### src/rtl/rf_text_font_loader.sv
// rf_text_font_loader: packs a glyph byte stream into byte-masked 32-bit writes to character RAM
module rf_text_font_loader (
  input  logic        clk_i,
  input  logic        rst_i,
  input  logic        start_i,
  input  logic [13:0] fontAddress_i,
  input  logic [5:0]  maxScanpix_i,
  input  logic [5:0]  maxscanline_i,
  input  logic [12:0] first_code_i,
  input  logic [12:0] num_chars_i,
  input  logic [7:0]  byte_i,
  input  logic        byte_valid_i,
  output logic        byte_ready_o,
  output logic        cs_o,
  output logic        we_o,
  output logic [3:0]  sel_o,
  output logic [11:0] adr_o,
  output logic [31:0] dat_o,
  input  logic        ack_i,
  output logic        busy_o,
  output logic        done_o
);
  typedef enum logic [1:0] {IDLE, LOAD, WRITE, DONE} state_t;
  state_t state;
  logic [3:0]  sw, sw_in, col;
  logic [5:0]  msl, row;
  logic [9:0]  stride, stride_in, size_in;
  logic [12:0] nchr;
  logic [13:0] addr, gbase, gbase_in, code_off, nxt;
  logic        eog, last, last_r, empty;
  assign we_o = cs_o;
  always_comb begin
    sw_in = {1'b0, maxScanpix_i[5:3]} + {3'b0, |maxScanpix_i[2:0]};
    size_in = 10'(maxscanline_i) * 10'(sw_in);
    stride_in = {size_in[9:3] + 7'(|size_in[2:0]), 3'b000};
    code_off = 14'(first_code_i) * 14'(stride_in);
    gbase_in = (fontAddress_i & 14'h3ff8) + code_off;
    empty = sw_in == 4'd0 || maxscanline_i == 6'd0 || num_chars_i == 13'd0;
    eog = col == sw - 4'd1 && row == msl - 6'd1;
    last = eog && nchr == 13'd1;
    nxt = eog ? gbase + 14'(stride) : addr + 14'd1;
  end
  always_ff @(posedge clk_i) begin
    if (rst_i) begin
      state <= IDLE;
      cs_o <= 1'b0;
      sel_o <= 4'd0;
      adr_o <= 12'd0;
      dat_o <= 32'd0;
      byte_ready_o <= 1'b0;
      busy_o <= 1'b0;
      done_o <= 1'b0;
    end else begin
      case (state)
        IDLE: if (start_i) begin
          busy_o <= 1'b1;
          sw <= sw_in;
          msl <= maxscanline_i;
          stride <= stride_in;
          nchr <= num_chars_i;
          addr <= gbase_in;
          gbase <= gbase_in;
          col <= 4'd0;
          row <= 6'd0;
          sel_o <= 4'd0;
          dat_o <= 32'd0;
          state <= empty ? DONE : LOAD;
          done_o <= empty;
          byte_ready_o <= !empty;
        end
        LOAD: if (byte_valid_i) begin
          sel_o[addr[1:0]] <= 1'b1;
          dat_o[{addr[1:0], 3'b000} +: 8] <= byte_i;
          adr_o <= addr[13:2];
          addr <= nxt;
          last_r <= last;
          col <= col == sw - 4'd1 ? 4'd0 : col + 4'd1;
          if (col == sw - 4'd1)
            row <= eog ? 6'd0 : row + 6'd1;
          if (eog) begin
            gbase <= nxt;
            nchr <= nchr - 13'd1;
          end
          // flush when the next byte would land in another word
          if (last || nxt[13:2] != addr[13:2]) begin
            state <= WRITE;
            byte_ready_o <= 1'b0;
            cs_o <= 1'b1;
          end
        end
        WRITE: if (ack_i) begin
          cs_o <= 1'b0;
          sel_o <= 4'd0;
          dat_o <= 32'd0;
          state <= last_r ? DONE : LOAD;
          done_o <= last_r;
          byte_ready_o <= !last_r;
        end
        DONE: begin
          done_o <= 1'b0;
          busy_o <= 1'b0;
          state <= IDLE;
        end
      endcase
    end
  end
endmodule

### config.mk
export PLATFORM = sky130hd
export DESIGN_NAME = rf_text_font_loader
export DESIGN_NICKNAME = d
export VERILOG_FILES = /design/src/rtl/rf_text_font_loader.sv
export SDC_FILE = /design/constraint.sdc
export NUM_CORES = 1
export LEC_CHECK = 0
export ABC_AREA = 1
export CAP_MARGIN = 20
export CORE_ASPECT_RATIO = 1.75
export CORE_MARGIN = 2
export CORE_UTILIZATION = 57
export CTS_CLUSTER_DIAMETER = 80
export DETAILED_ROUTE_END_ITERATION = 10
export PLACE_DENSITY_LB_ADDON = 0.1
export SYNTH_ARGS = -nofsm -noshare
export SYNTH_HDL_FRONTEND = slang
export SYNTH_SLANG_ARGS = --single-unit
### constraint.sdc
create_clock -name clk_i -period 13.92 [get_ports clk_i]
set_clock_uncertainty 0.05 [all_clocks]
set_input_delay 2.784 -clock clk_i [delete_from_list [all_inputs] [get_ports clk_i]]
set_output_delay 2.784 -clock clk_i [all_outputs]
set_load 0.01 [all_outputs]
; ---- Yosys cells after proc, flatten, opt, wreduce, memory -nomap -nowiden
; Index checks and enable logic that the tools add are counted.
[classes]
shift = 2
mux = 51
addsub = 11
mul = 2
n_reduce_logical = 31
n_lt_le_gt_ge = 2
n_eq_ne = 13
bitwise_logic = 2
[ops]
columns = operator, n
row1 = $mux W32, 3
row2 = $pmux W32 S3, 1
row3 = $mux W14, 5
row4 = $pmux W14 S2, 2
row5 = $mux W13, 3
row6 = $bwmux W32, 1
row7 = $shift A8 B7 Y32 const A, 1
row8 = $shiftx A8 B7 Y32, 1
row9 = $pmux W13 S2, 1
row10 = $mux W6, 4
row11 = $mux W4, 5
row12 = $reduce_and A4 Y1, 4
row13 = $reduce_and A5 Y1, 3
row14 = $add A14 B1 Y14 const B, 1
row15 = $add A14 B10 Y14, 1
row16 = $add A14 B14 Y14, 1
row17 = $eq A13 B1 Y1 const B, 1
row18 = $logic_not A13 Y1, 1
row19 = $mul A13 B7 Y11, 1
row20 = $sub A13 B1 Y13 const B, 1
row21 = $mux W2, 6
row22 = $ne A12 B12 Y1, 1
row23 = $ne A2 B2 Y1 const B, 6
row24 = $pmux W4 S3, 1
row25 = 34 further kinds, 59
[word_totals]
output_inout_bits = 53
register_bits = 123
inputBits = 65

; ---- Depth between registers and ports, before layout
[depth]
depth_word = 9
ltp_mapped = 46
depth_no_buf = 46

; ---- Least setup slack after synthesis
; Ideal clock, no wire load.
[synth_path]
path_kind = input to register
from = input maxScanpix_i[2]
to = register addr[13], data pin
t_arrival_ps = 10839
slack_ps = 2774
required_time_ps = 13613
stages = 43
n_path_buf = 0
path_cell_list = or3_1 -> ha_1 -> ha_1 -> or2_2 -> nand2_1 -> inv_1 -> nand2_1 -> fa_1 -> fa_1 -> inv_1 -> fa_1 -> nand3_1 -> nand3_1 -> xor2_1 -> inv_1 -> nand4_1 -> o21ai_0 -> nand2_1 -> [... 7 more ...] -> fa_1 -> inv_1 -> ha_1 -> inv_1 -> o21bai_1 -> xor2_1 -> inv_1 -> ha_1 -> nand2_1 -> o21ai_0 -> a21oi_1 -> o21bai_1 -> xor2_1 -> nand3_1 -> nand2_1 -> nand2_1 -> nand3_1 -> nand2_1
[synth_via]
elab_chain_len = 9
[synth_rtl]
columns = element, line
row1 = "start, declared", 7  ; input logic [5:0] maxScanpix_i,
row2 = $reduce_or A3 Y1 *, 33  ; sw_in = {1'b0, maxScanpix_i[5:3]} + {3'b0, |maxScanpix_i[2:0]};
row3 = $add A3 B1 Y4 *, 33
row4 = via sw_in[2], 25  ; logic [3:0] sw, sw_in, col;
row5 = $mul A6 B4 Y10 *, 34  ; size_in = 10'(maxscanline_i) * 10'(sw_in);
row6 = $reduce_or A3 Y1, 35  ; stride_in = {size_in[9:3] + 7'(|size_in[2:0]), 3'b000};
row7 = $add A7 B1 Y7 *, 35
row8 = via stride_in[8], 27  ; logic [9:0] stride, stride_in, size_in;
row9 = $mul A13 B7 Y11 *, 36  ; code_off = 14'(first_code_i) * 14'(stride_in);
row10 = $add A14 B14 Y14 *, 37  ; gbase_in = (fontAddress_i & 14'h3ff8) + code_off;
row11 = $mux W14 *, 55  ; IDLE: if (start_i) begin
row12 = $pmux W14 S2 *, 54  ; case (state)
row13 = "end signal, assigned", 61  ; addr <= gbase_in;
row14 = "end signal, assigned", 75  ; addr <= nxt;
row15 = "end, declared", 29  ; logic [13:0] addr, gbase, gbase_in, code_off, nxt;
; Mark *: on every way through the listed nets, which the timed path passes. The rest lies on a longest branch. The select of a mux whose other input is x is not followed.
; A chain may end at the register's enable or synchronous reset.

; ---- Worst setup path in the final report
; Ends and elaborated chain as after synthesis.

==> flow_summary.toml <==
[status]
status = "finished clean"

[routing]
routed_wl_um = 24100
firstDrtPassIters = 5
routedWlPerCell_um = 14.9
antenna_left = 0
vias = 8636
first_iter_violations = 437
vias_per_cell = 5.33
drc = 0

[global_route]
gr-total-overflow = 0
grt_usage_pct = 28.2
grt_pass1_wl_um = 39500
grt_max_degree = 38
grt_pass1_vias = 8757
antenna_found_initial = 0

[layout]
nets = 1551
regArea_um2 = 3150
multi_input_area_um2 = 5440
fill_cells = 1373
area_growth_pct = 21.2
n_antenna_cell = 0
drive_gt1_share_pct = 5.09

[clock_tree]
clock_path_buffers = 2
cts_tree = "built"
worstSkewPairLatency_ns = 0.42
cts-root-buf = "clkbuf_16"
clock-sinks = 123
cts_resized = 0
hold_buffers = 0
htreeDepth = 4
post_cts_buffers = 0
cts_buffers = 17
cts.clk_slew.worst_paths_ns = 0.06

[synth]
synthArstFlopShare_pct = 0
synth_top_area_share_pct = 21.8
syn_nets = 1440
yosysUniqueCellTypes = 47
netlist_instances = 1271
synth_ff_type = "edfxtp_1"
yosysSeqAreaShare_pct = 33.2
synthTopCellsByArea = "edfxtp_1 22%, nand2_1 12%, dfxtp_1 11%"
ys_ff_latch = 123
synth-edff-count = 69
syn_area_per_cell_um2 = 7.48
yosysTopAreaCell = "edfxtp_1"
yosys_warnings = 0
netlist_area_um2 = 9510
ys_top_cells_by_count = "299 x nand2_1, 208 x inv_1, 135 x nor2_1"
synth.most_common_cell = "nand2_1"

[die]
rows = 62
top_level_ports = 118
coreArea_um2 = 16400
die_x_um = 102
die_y_um = 175
die_area_um2 = 17800
start_util_pct = 58.1

[flow_run]
cap_violations = 0

[setup_path]
r2r-start = "state[1]"
slowest_delay_ns = 0.56
end_kind = "flip-flop"
crit_path_start_kind = "input port"
r2r_cells = 10
regToRegEndpoint = "nchr[0]"
cpMaxStageDelayCell = "fa_1"
critPathKind = "in -> reg"
cp.required_ns = 14.03
cpMostUsedCell = "inv_1"
arrival_ns = 12.18
path_max_fanout = 6
ff2ff_setup_slack_ns = 10.14

[timing]
rsz0062_at_grt = "false"
setup_viol = 0
clock.fmax_ghz = 0.0828
tns_ns = 0
period_needed_ns = 12.07
min_period_over_period_pct = 86.7
hold_viol_final = 0
worst_slew_pin_slew_ns = 1.07
drv_slew = 0
relSlewSlack_pct = 28.7

[placed_design]
globalplace.congestion = 0.964
dpl.hpwl_um = 19100
io_buffers = 112

[hold_path]
min_to = "dat_o[23]"
min_from = "dat_o[23]"
min_path_type = "reg -> reg"
whs_path_depth = 2
==> worst max path at each step <==
| stage | startpoint | slack, ns | to |
|---|---|---|---|
| 2_1_floorplan | maxScanpix_i[2] | 2.77 | addr[13] |
| 3_3_place_gp | maxScanpix_i[2] | 1.55 | addr[13] |
| 3_5_place_dp | maxScanpix_i[2] | 1.38 | addr[13] |
| 4_1_cts | maxScanpix_i[2] | 1.79 | addr[13] |
| 5_1_grt | maxScanpix_i[2] | 1.16 | addr[13] |
| 6_report | maxScanpix_i[2] | 1.85 | addr[13] |
==> kinds of logic (layout without fill, tap and decap cells) <==
family / Yosys count / in the layout / synth area share (%)
compound gates: 156 / 156 / 8.70
xor+xnor: 43 / 43 / 3.96
fa+ha+maj: 104 / 104 / 16.6
buf+inv: 243 / 367 / 9.74
flops: 123 / 123 / 33.2
simple gates: 602 / 602 / 27.8
==> stage by stage <==
stage	instances	utilization, %	setup WS [ns]	hold slack [ns]	cell area [um2]
floorplan	1271	-	2.77	0.433	9510
global placement	1587	66.3	1.55	0.401	10900
detailed placement	1587	66.3	1.38	0.406	10900
CTS	1619	70.4	1.79	0.414	11500
global route	1619	70.4	1.16	0.435	11500
finish	1619	70.4	1.85	0.411	11500
==> cells in the final DEF (no fill, tap or decap), types with 7 or more instances in the layout <==
cell             count
inv_1              208
xnor2_1             19
nand4_1             31
dfxtp_1             54
edfxtp_1            69
clkbuf_16           20
nand3b_1             7
nor2_2               8
o21ai_0             61
nor2_1             134
ha_1                67
xor2_1              24
nor3_1               7
clkdlybuf4s50_1    112
fa_1                37
nand2_1            299
a21oi_1             71
nand3_1             85
==> registers in the layout (all words and copies together), names as in the netlist <==
name,count
last_r,1
col,4
msl,6
addr,14
byte_ready_o,1
adr_o,12
sw,4
busy_o,1
state,2
sel_o,4
done_o,1
gbase,14
row,6
cs_o,1
nchr,13
stride,7
dat_o,32
==> critical path, delay by kind of cell <==
kind / cells / cell delay [ns]
AND/OR/NAND/NOR: 15 / 2.03
adder cells (fa/ha/maj): 11 / 4.57
AO/OA/AOI/OAI: 5 / 1.07
buffers and inverters: 10 / 1.04
XOR/XNOR: 3 / 0.63
==> layer usage <==
layer / vias to the layer above / track usage, % / share of wire [%]
met5: - / 0 / 0
met4: 0 / 14.2 / 5.0
met3: 73 / 4.40 / 3.3
met2: 232 / 55.5 / 57
met1: 4003 / 26.6 / 35
li1: 4328 / - / -
==> layout make-up <==
class,instances,area share (%)
flip-flops and latches,123,27.4
inverters,218,7.10
clock inverters,12,1.47
well taps,224,2.43
multi-input cells,905,47.2
clock buffers,20,4.34
repair buffers,117,10.1
Power is left out: the tool's default activity adds up to more than one toggle a clock period on the data nets, which glitch-free logic cannot reach.
